$ cat config.mk
export PLATFORM = sky130hd
export DESIGN_NAME = ib_vnu_c2v_accum_flat
export DESIGN_NICKNAME = d
export VERILOG_FILES = /design/src/rtl/ib_vnu_c2v_accum_if.sv /design/src/rtl/ib_vnu_c2v_accum.sv /design/src/flat_wrapper.sv
export SDC_FILE = /design/constraint.sdc
export NUM_CORES = 1
export LEC_CHECK = 0
export ABC_CLOCK_PERIOD_IN_PS = 7400
export BUFFER_PORTS_ARGS = -buffer_cell sky130_fd_sc_hd__buf_2
export CORE_MARGIN = 3
export CORE_UTILIZATION = 50
export CTS_CLUSTER_SIZE = 20
export DETAILED_ROUTE_END_ITERATION = 6
export PLACE_DENSITY = 0.83
export SLEW_MARGIN = 10
export SYNTH_ARGS = -nofsm -noshare
export SYNTH_HDL_FRONTEND = slang
export SYNTH_SLANG_ARGS = --single-unit
$ cat constraint.sdc
create_clock -name sys_clk -period 7.4 [get_ports sys_clk]
set_input_delay 1.11 -clock sys_clk [delete_from_list [all_inputs] [get_ports sys_clk]]
set_output_delay 1.11 -clock sys_clk [all_outputs]
set_load 0.05 [all_outputs]
$ cat src/rtl/ib_vnu_c2v_accum_if.sv
// C2V input channel and sum output channel of the partial-VNU accumulator.
// master = upstream C2V producer / downstream sum consumer, slave = accumulator.
interface ib_vnu_c2v_accum_if #(
    parameter int MSG_WIDTH = 4,
    parameter int CH_WIDTH  = 4,
    parameter int ACC_WIDTH = 7
);
    // Both channels: a transfer happens on a rising clock edge where valid and ready are
    // both high; valid must not depend on ready, and the payload is only meaningful with valid.
    logic                 c2v_valid_i;
    logic                 c2v_ready_o;
    logic [MSG_WIDTH-1:0] c2v_msg_i;
    logic [CH_WIDTH-1:0]  ch_msg_i;
    logic                 sum_valid_o;
    logic                 sum_ready_i;
    logic [ACC_WIDTH-1:0] sum_o;
    logic                 hard_dec_o;

    modport master (
        output c2v_valid_i, c2v_msg_i, ch_msg_i, sum_ready_i,
        input  c2v_ready_o, sum_valid_o, sum_o, hard_dec_o
    );

    modport slave (
        input  c2v_valid_i, c2v_msg_i, ch_msg_i, sum_ready_i,
        output c2v_ready_o, sum_valid_o, sum_o, hard_dec_o
    );
endinterface

$ cat src/rtl/ib_vnu_c2v_accum.sv
// Partial-VNU accumulator: sums the channel value and VN_DEG sign-magnitude C2V beats
// into a symmetric saturating two's-complement total, then offers it with its hard decision.
module ib_vnu_c2v_accum #(
    parameter int MSG_WIDTH = 4,
    parameter int CH_WIDTH  = 4,
    parameter int VN_DEG    = 3,
    parameter int ACC_WIDTH = 7
) (
    input  logic                  sys_clk,
    input  logic                  rstn,
    input  logic                  flush_i,
    ib_vnu_c2v_accum_if.slave     bus,
    output logic [1:0]            state_o
);
    localparam int CW = $clog2(VN_DEG + 1);

    localparam logic signed [ACC_WIDTH:0] SMAX =
        $signed((ACC_WIDTH+1)'((1 << (ACC_WIDTH - 1)) - 1));
    localparam logic signed [ACC_WIDTH:0] SMIN = -SMAX;
    localparam logic [ACC_WIDTH-1:0] POS_MAX  = SMAX[ACC_WIDTH-1:0];
    localparam logic [ACC_WIDTH-1:0] NEG_MAX  = SMIN[ACC_WIDTH-1:0];
    localparam logic [ACC_WIDTH-1:0] NEG_FULL = {1'b1, {(ACC_WIDTH-1){1'b0}}};

    typedef enum logic [1:0] {
        IDLE  = 2'd0,
        ACCUM = 2'd1,
        OUT   = 2'd2
    } state_t;

    state_t               state_q, state_d;
    logic [CW-1:0]        cnt_q, cnt_d;
    logic [ACC_WIDTH-1:0] acc_q, acc_d;
    logic [ACC_WIDTH-1:0] sum_q, sum_d;
    logic                 rdy_q, rdy_d;
    logic                 vld_q, vld_d;

    logic                 beat;
    logic [ACC_WIDTH-1:0] c2v_val;
    logic [ACC_WIDTH-1:0] ch_val;
    logic [ACC_WIDTH-1:0] mag_ext;

    // The +/-(2^(ACC_WIDTH-1)-1) range keeps the sum symmetric so negation never overflows.
    function automatic logic [ACC_WIDTH-1:0] sat_add(input logic [ACC_WIDTH-1:0] x,
                                                     input logic [ACC_WIDTH-1:0] y);
        logic signed [ACC_WIDTH:0] s;
        s = $signed({x[ACC_WIDTH-1], x}) + $signed({y[ACC_WIDTH-1], y});
        if (s > SMAX)      return POS_MAX;
        else if (s < SMIN) return NEG_MAX;
        else               return s[ACC_WIDTH-1:0];
    endfunction

    assign beat    = bus.c2v_valid_i & rdy_q;
    assign mag_ext = ACC_WIDTH'(bus.c2v_msg_i[MSG_WIDTH-2:0]);
    assign c2v_val = bus.c2v_msg_i[MSG_WIDTH-1] ? (-mag_ext) : mag_ext;

    always_comb begin
        ch_val = ACC_WIDTH'($signed(bus.ch_msg_i));
        if (ch_val == NEG_FULL) ch_val = NEG_MAX;
    end

    always_ff @(posedge sys_clk or negedge rstn) begin
        if (!rstn) begin
            state_q <= IDLE;
            cnt_q   <= '0;
            acc_q   <= '0;
            sum_q   <= '0;
            rdy_q   <= 1'b0;
            vld_q   <= 1'b0;
        end else begin
            state_q <= state_d;
            cnt_q   <= cnt_d;
            acc_q   <= acc_d;
            sum_q   <= sum_d;
            rdy_q   <= rdy_d;
            vld_q   <= vld_d;
        end
    end

    always_comb begin
        state_d = state_q;
        cnt_d   = cnt_q;
        acc_d   = acc_q;
        if (flush_i) begin
            state_d = IDLE;
            cnt_d   = '0;
            acc_d   = '0;
        end else begin
            case (state_q)
                IDLE: begin
                    if (beat) begin
                        acc_d = sat_add(ch_val, c2v_val);
                        if (VN_DEG == 1) begin
                            cnt_d   = '0;
                            state_d = OUT;
                        end else begin
                            cnt_d   = CW'(1);
                            state_d = ACCUM;
                        end
                    end
                end
                ACCUM: begin
                    if (beat) begin
                        acc_d = sat_add(acc_q, c2v_val);
                        if (cnt_q == CW'(VN_DEG - 1)) begin
                            cnt_d   = '0;
                            state_d = OUT;
                        end else begin
                            cnt_d = cnt_q + CW'(1);
                        end
                    end
                end
                OUT: begin
                    if (bus.sum_ready_i) state_d = IDLE;
                end
                default: begin
                    state_d = IDLE;
                    cnt_d   = '0;
                    acc_d   = '0;
                end
            endcase
        end
    end

    // Outputs are registered from the next state, so ready never sees sum_ready_i combinationally.
    always_comb begin
        rdy_d = (state_d == IDLE) || (state_d == ACCUM);
        vld_d = (state_d == OUT);
        sum_d = (state_d == OUT) ? acc_d : sum_q;
    end

    assign bus.c2v_ready_o = rdy_q;
    assign bus.sum_valid_o = vld_q;
    assign bus.sum_o       = sum_q;
    assign bus.hard_dec_o  = sum_q[ACC_WIDTH-1];
    assign state_o         = state_q;

endmodule

$ cat src/flat_wrapper.sv
// flat-port wrapper written by rule: the top's interface ports become plain ports
module ib_vnu_c2v_accum_flat 
#(
    parameter int MSG_WIDTH = 4,
    parameter int CH_WIDTH  = 4,
    parameter int VN_DEG    = 3,
    parameter int ACC_WIDTH = 7
)
  (sys_clk, rstn, flush_i, state_o, bus_c2v_valid_i, bus_c2v_msg_i, bus_ch_msg_i, bus_sum_ready_i, bus_c2v_ready_o, bus_sum_valid_o, bus_sum_o, bus_hard_dec_o);
  ib_vnu_c2v_accum_if #(.MSG_WIDTH(MSG_WIDTH), .CH_WIDTH(CH_WIDTH), .ACC_WIDTH(ACC_WIDTH)) bus_i ();
  input  logic sys_clk;
  input  logic rstn;
  input  logic flush_i;
  output logic [1:0] state_o;
  input wire logic [$bits(bus_i.c2v_valid_i)-1:0] bus_c2v_valid_i;
  input wire logic [$bits(bus_i.c2v_msg_i)-1:0] bus_c2v_msg_i;
  input wire logic [$bits(bus_i.ch_msg_i)-1:0] bus_ch_msg_i;
  input wire logic [$bits(bus_i.sum_ready_i)-1:0] bus_sum_ready_i;
  output wire logic [$bits(bus_i.c2v_ready_o)-1:0] bus_c2v_ready_o;
  output wire logic [$bits(bus_i.sum_valid_o)-1:0] bus_sum_valid_o;
  output wire logic [$bits(bus_i.sum_o)-1:0] bus_sum_o;
  output wire logic [$bits(bus_i.hard_dec_o)-1:0] bus_hard_dec_o;
  assign bus_i.c2v_valid_i = bus_c2v_valid_i;
  assign bus_i.c2v_msg_i = bus_c2v_msg_i;
  assign bus_i.ch_msg_i = bus_ch_msg_i;
  assign bus_i.sum_ready_i = bus_sum_ready_i;
  assign bus_c2v_ready_o = bus_i.c2v_ready_o;
  assign bus_sum_valid_o = bus_i.sum_valid_o;
  assign bus_sum_o = bus_i.sum_o;
  assign bus_hard_dec_o = bus_i.hard_dec_o;
  ib_vnu_c2v_accum #(.MSG_WIDTH(MSG_WIDTH), .CH_WIDTH(CH_WIDTH), .VN_DEG(VN_DEG), .ACC_WIDTH(ACC_WIDTH)) u_core (.sys_clk(sys_clk), .rstn(rstn), .flush_i(flush_i), .bus(bus_i), .state_o(state_o));
endmodule
==> flow_summary.ini <==
[timing]
period_share = 0.487
slew_headroom = 0.590
max_freq_mhz = 277
worst_slew_pin_slew_ps = 610
fin_setup_tns_ps = 0
maxSlewViolCount = 0
whs_ps = 521
setup_viol = 0
period_needed_ps = 3610
finalWorstSetupSlack_ps = 3790
fin_skew_ps = 4.33
rsz0062_at_grt = false
hold_viol_final = 0

[clock_tree]
cts_inserted_buffers = 3
clk_pin_slew_ps = 120
cts_resized = 0
numClockSinks = 20
holdBufCountCts = 0
clk_latency_ps = 310
cts_tree = done
cts_max_path_buffers = 2
cts_max_level = 1
cts_setup_buffers = 0
cts-root-buf = clkbuf_4

[logic_synthesis]
synth_compound_gate_area_share = 0.273
seq_area_frac_synth = 0.283
yosysMostFrequentCell = o21ai_0
synth_flop_cell = dfrtp_1
syn_avg_cell_area_um2 = 8.49
synthTopCellsByCount = o21ai_0, dfrtp_1, nor2_1
yosys_warnings = 0
synth.top_cell.area_share = 0.283
postSynthCellCount = 208
synth_fa_ha_area_frac = 0.122
yosys.area_share.simple = 0.203
synth.area.mux_share = 0.0361
yosys.area.top_type = dfrtp_1
synth_xor_area_frac = 0.0297
synth_area_um2 = 1770
async_flop_share = 1.00
synth.area.top_cells = dfrtp_1, ha_1, o21ai_0
synth_cell_types = 55
synth_nets = 237
synth-edff-count = 0
synth_top_family_by_area = compound AO/OA/AOI/OAI gates
ys_ff_latch = 20

[route]
wire_per_inst_um = 16.3
drtPass1Iterations = 4
antenna_left = 0
drc_errors = 0
drt_iter0_drc = 181
drt_wl_total_um = 4470
avgViaCountPerCell = 6.17
vias = 1690

[global_routing]
grt-ovfl-total = 0
track_usage = 0.221
antenna_found_initial = 0
first_global_vias = 1581
grt_max_degree = 21
grt_pass1_wl_um = 7410

[worst_setup_path]
end_kind = flop
regToRegSetupSlack_ps = 4740
startpoint_type = input pin
crit_path_start = bus_c2v_msg_i[0]
crit_end = u_core.bus.sum_o[0]$_DFFE_PN0P_
reg2reg_depth = 8
crit_fanout = 5
r2r_start = u_core.acc_q[0]$_DFF_PN0_
criticalPathCategory = input pin to flop
r2r_end = u_core.bus.sum_o[2]$_DFFE_PN0P_
critical_path_arrival_ps = 3790
required_ps = 7580

[finish]
layout-drive-gt1-share = 0.165
fin_nets = 260
final_util = 0.610
area_delta_synth_final_pct = 10.6
antenna_cells = 0

[floorplanning]
io_pins = 25
row_count = 20
core_um2 = 3200
die_h_um = 65.4
die_w_um = 65.4
start_util = 0.552
die-area_um2 = 4280

[placed_design]
pre_cts_slack_ps = 3520
dpl.hpwl_um = 3390
gp_congestion = 0.928
port_buffers = 24

[run]
max-cap-violations = 0

[power]
vdd_drop_max_mv = 0.168
cellPowerDensity_nw_per_um2 = 202
p_leak_uw = 0.000915

[status]
status = completed

[hold_path]
hp-class = flop to flop
[metrics by stage]
step                cells  power (uW)  area (um^2)
CTS                   274         392         1950
detailed placement    270         302         1900
global route          274         417         1950
finish                274         394         1950
floorplan             208         261         1770
global placement      270         298         1900
[cell families after synthesis]
group	after synthesis
muxes	6
buffers and inverters	20
adders and majority gates	16
and+or+nand+nor	67
DFF	20
AOI/OAI and AO/OA	73
xor gates and xnor gates	6
[per-layer routing]
metal	vias to the layer above	routed length, um	share of wire	global-route usage
li1	816	-	-	-
met1	793	1970	0.44	0.311
met2	71	2140	0.48	0.354
met3	10	298	0.067	0.0342
met4	0	59	0.013	0.0570
met5	-	0	0	0
[layout by cell type, fill, tap and decap left out, types with 4 or more instances in the layout]
cell,Yosys,layout
buf_2,2,24
o21ai_0,22,22
dfrtp_1,20,20
nor2_1,19,19
nand2_1,17,17
a21oi_1,14,14
ha_1,14,14
inv_1,13,13
o211ai_1,5,5
a311oi_1,5,5
nand2b_1,4,4
a21o_1,4,4
nor3_1,4,4
xnor2_1,4,4
[where the power goes]
group	switching (uW)	internal, uW
Clock	35.8	54.8
Combinational	111	64.1
Sequential	8.91	119
Total	156	238
[cell type report]
class / instances / area [um^2]
Inverter: 14 / 52.6
Sequential cell: 20 / 500
Multi-Input combinational cell: 168 / 1170
Clock buffer: 3 / 22.5
Tap cell: 44 / 55.1
Fill cell: 301 / 1250
Clock inverter: 1 / 30.0
Timing Repair Buffer: 24 / 120
[worst max-delay path, cell delays in order]
cell and delay (ps):
buf_2 120, inv_1 50, ha_1 190, ha_1 270, nand2_1 60, o21ai_0 170, ha_1 380, a211oi_1 110
or4b_4 550, and3_4 220, o41ai_2 400, a31oi_1 150
[registers in the layout, indices dropped and copies added (netlist names)]
name,cells
u_core.state_o,2
u_core.bus.sum_valid_o,1
u_core.acc_q,7
u_core.bus.c2v_ready_o,1
u_core.bus.sum_o,7
u_core.cnt_q,2
[worst min-delay path by stage]
stage                                    startpoint                         endpoint  cells past startpoint
floorplan                 u_core.acc_q[2]$_DFF_PN0_        u_core.acc_q[2]$_DFF_PN0_                      2
global placement    u_core.bus.sum_o[3]$_DFFE_PN0P_  u_core.bus.sum_o[3]$_DFFE_PN0P_                      2
detailed placement  u_core.bus.sum_o[1]$_DFFE_PN0P_  u_core.bus.sum_o[1]$_DFFE_PN0P_                      2
CTS                 u_core.bus.sum_o[3]$_DFFE_PN0P_  u_core.bus.sum_o[3]$_DFFE_PN0P_                      2
global route        u_core.bus.sum_o[3]$_DFFE_PN0P_  u_core.bus.sum_o[3]$_DFFE_PN0P_                      2
finish              u_core.bus.sum_o[3]$_DFFE_PN0P_  u_core.bus.sum_o[3]$_DFFE_PN0P_                      2
No activity file was read; power rests on OpenSTA's default activity.
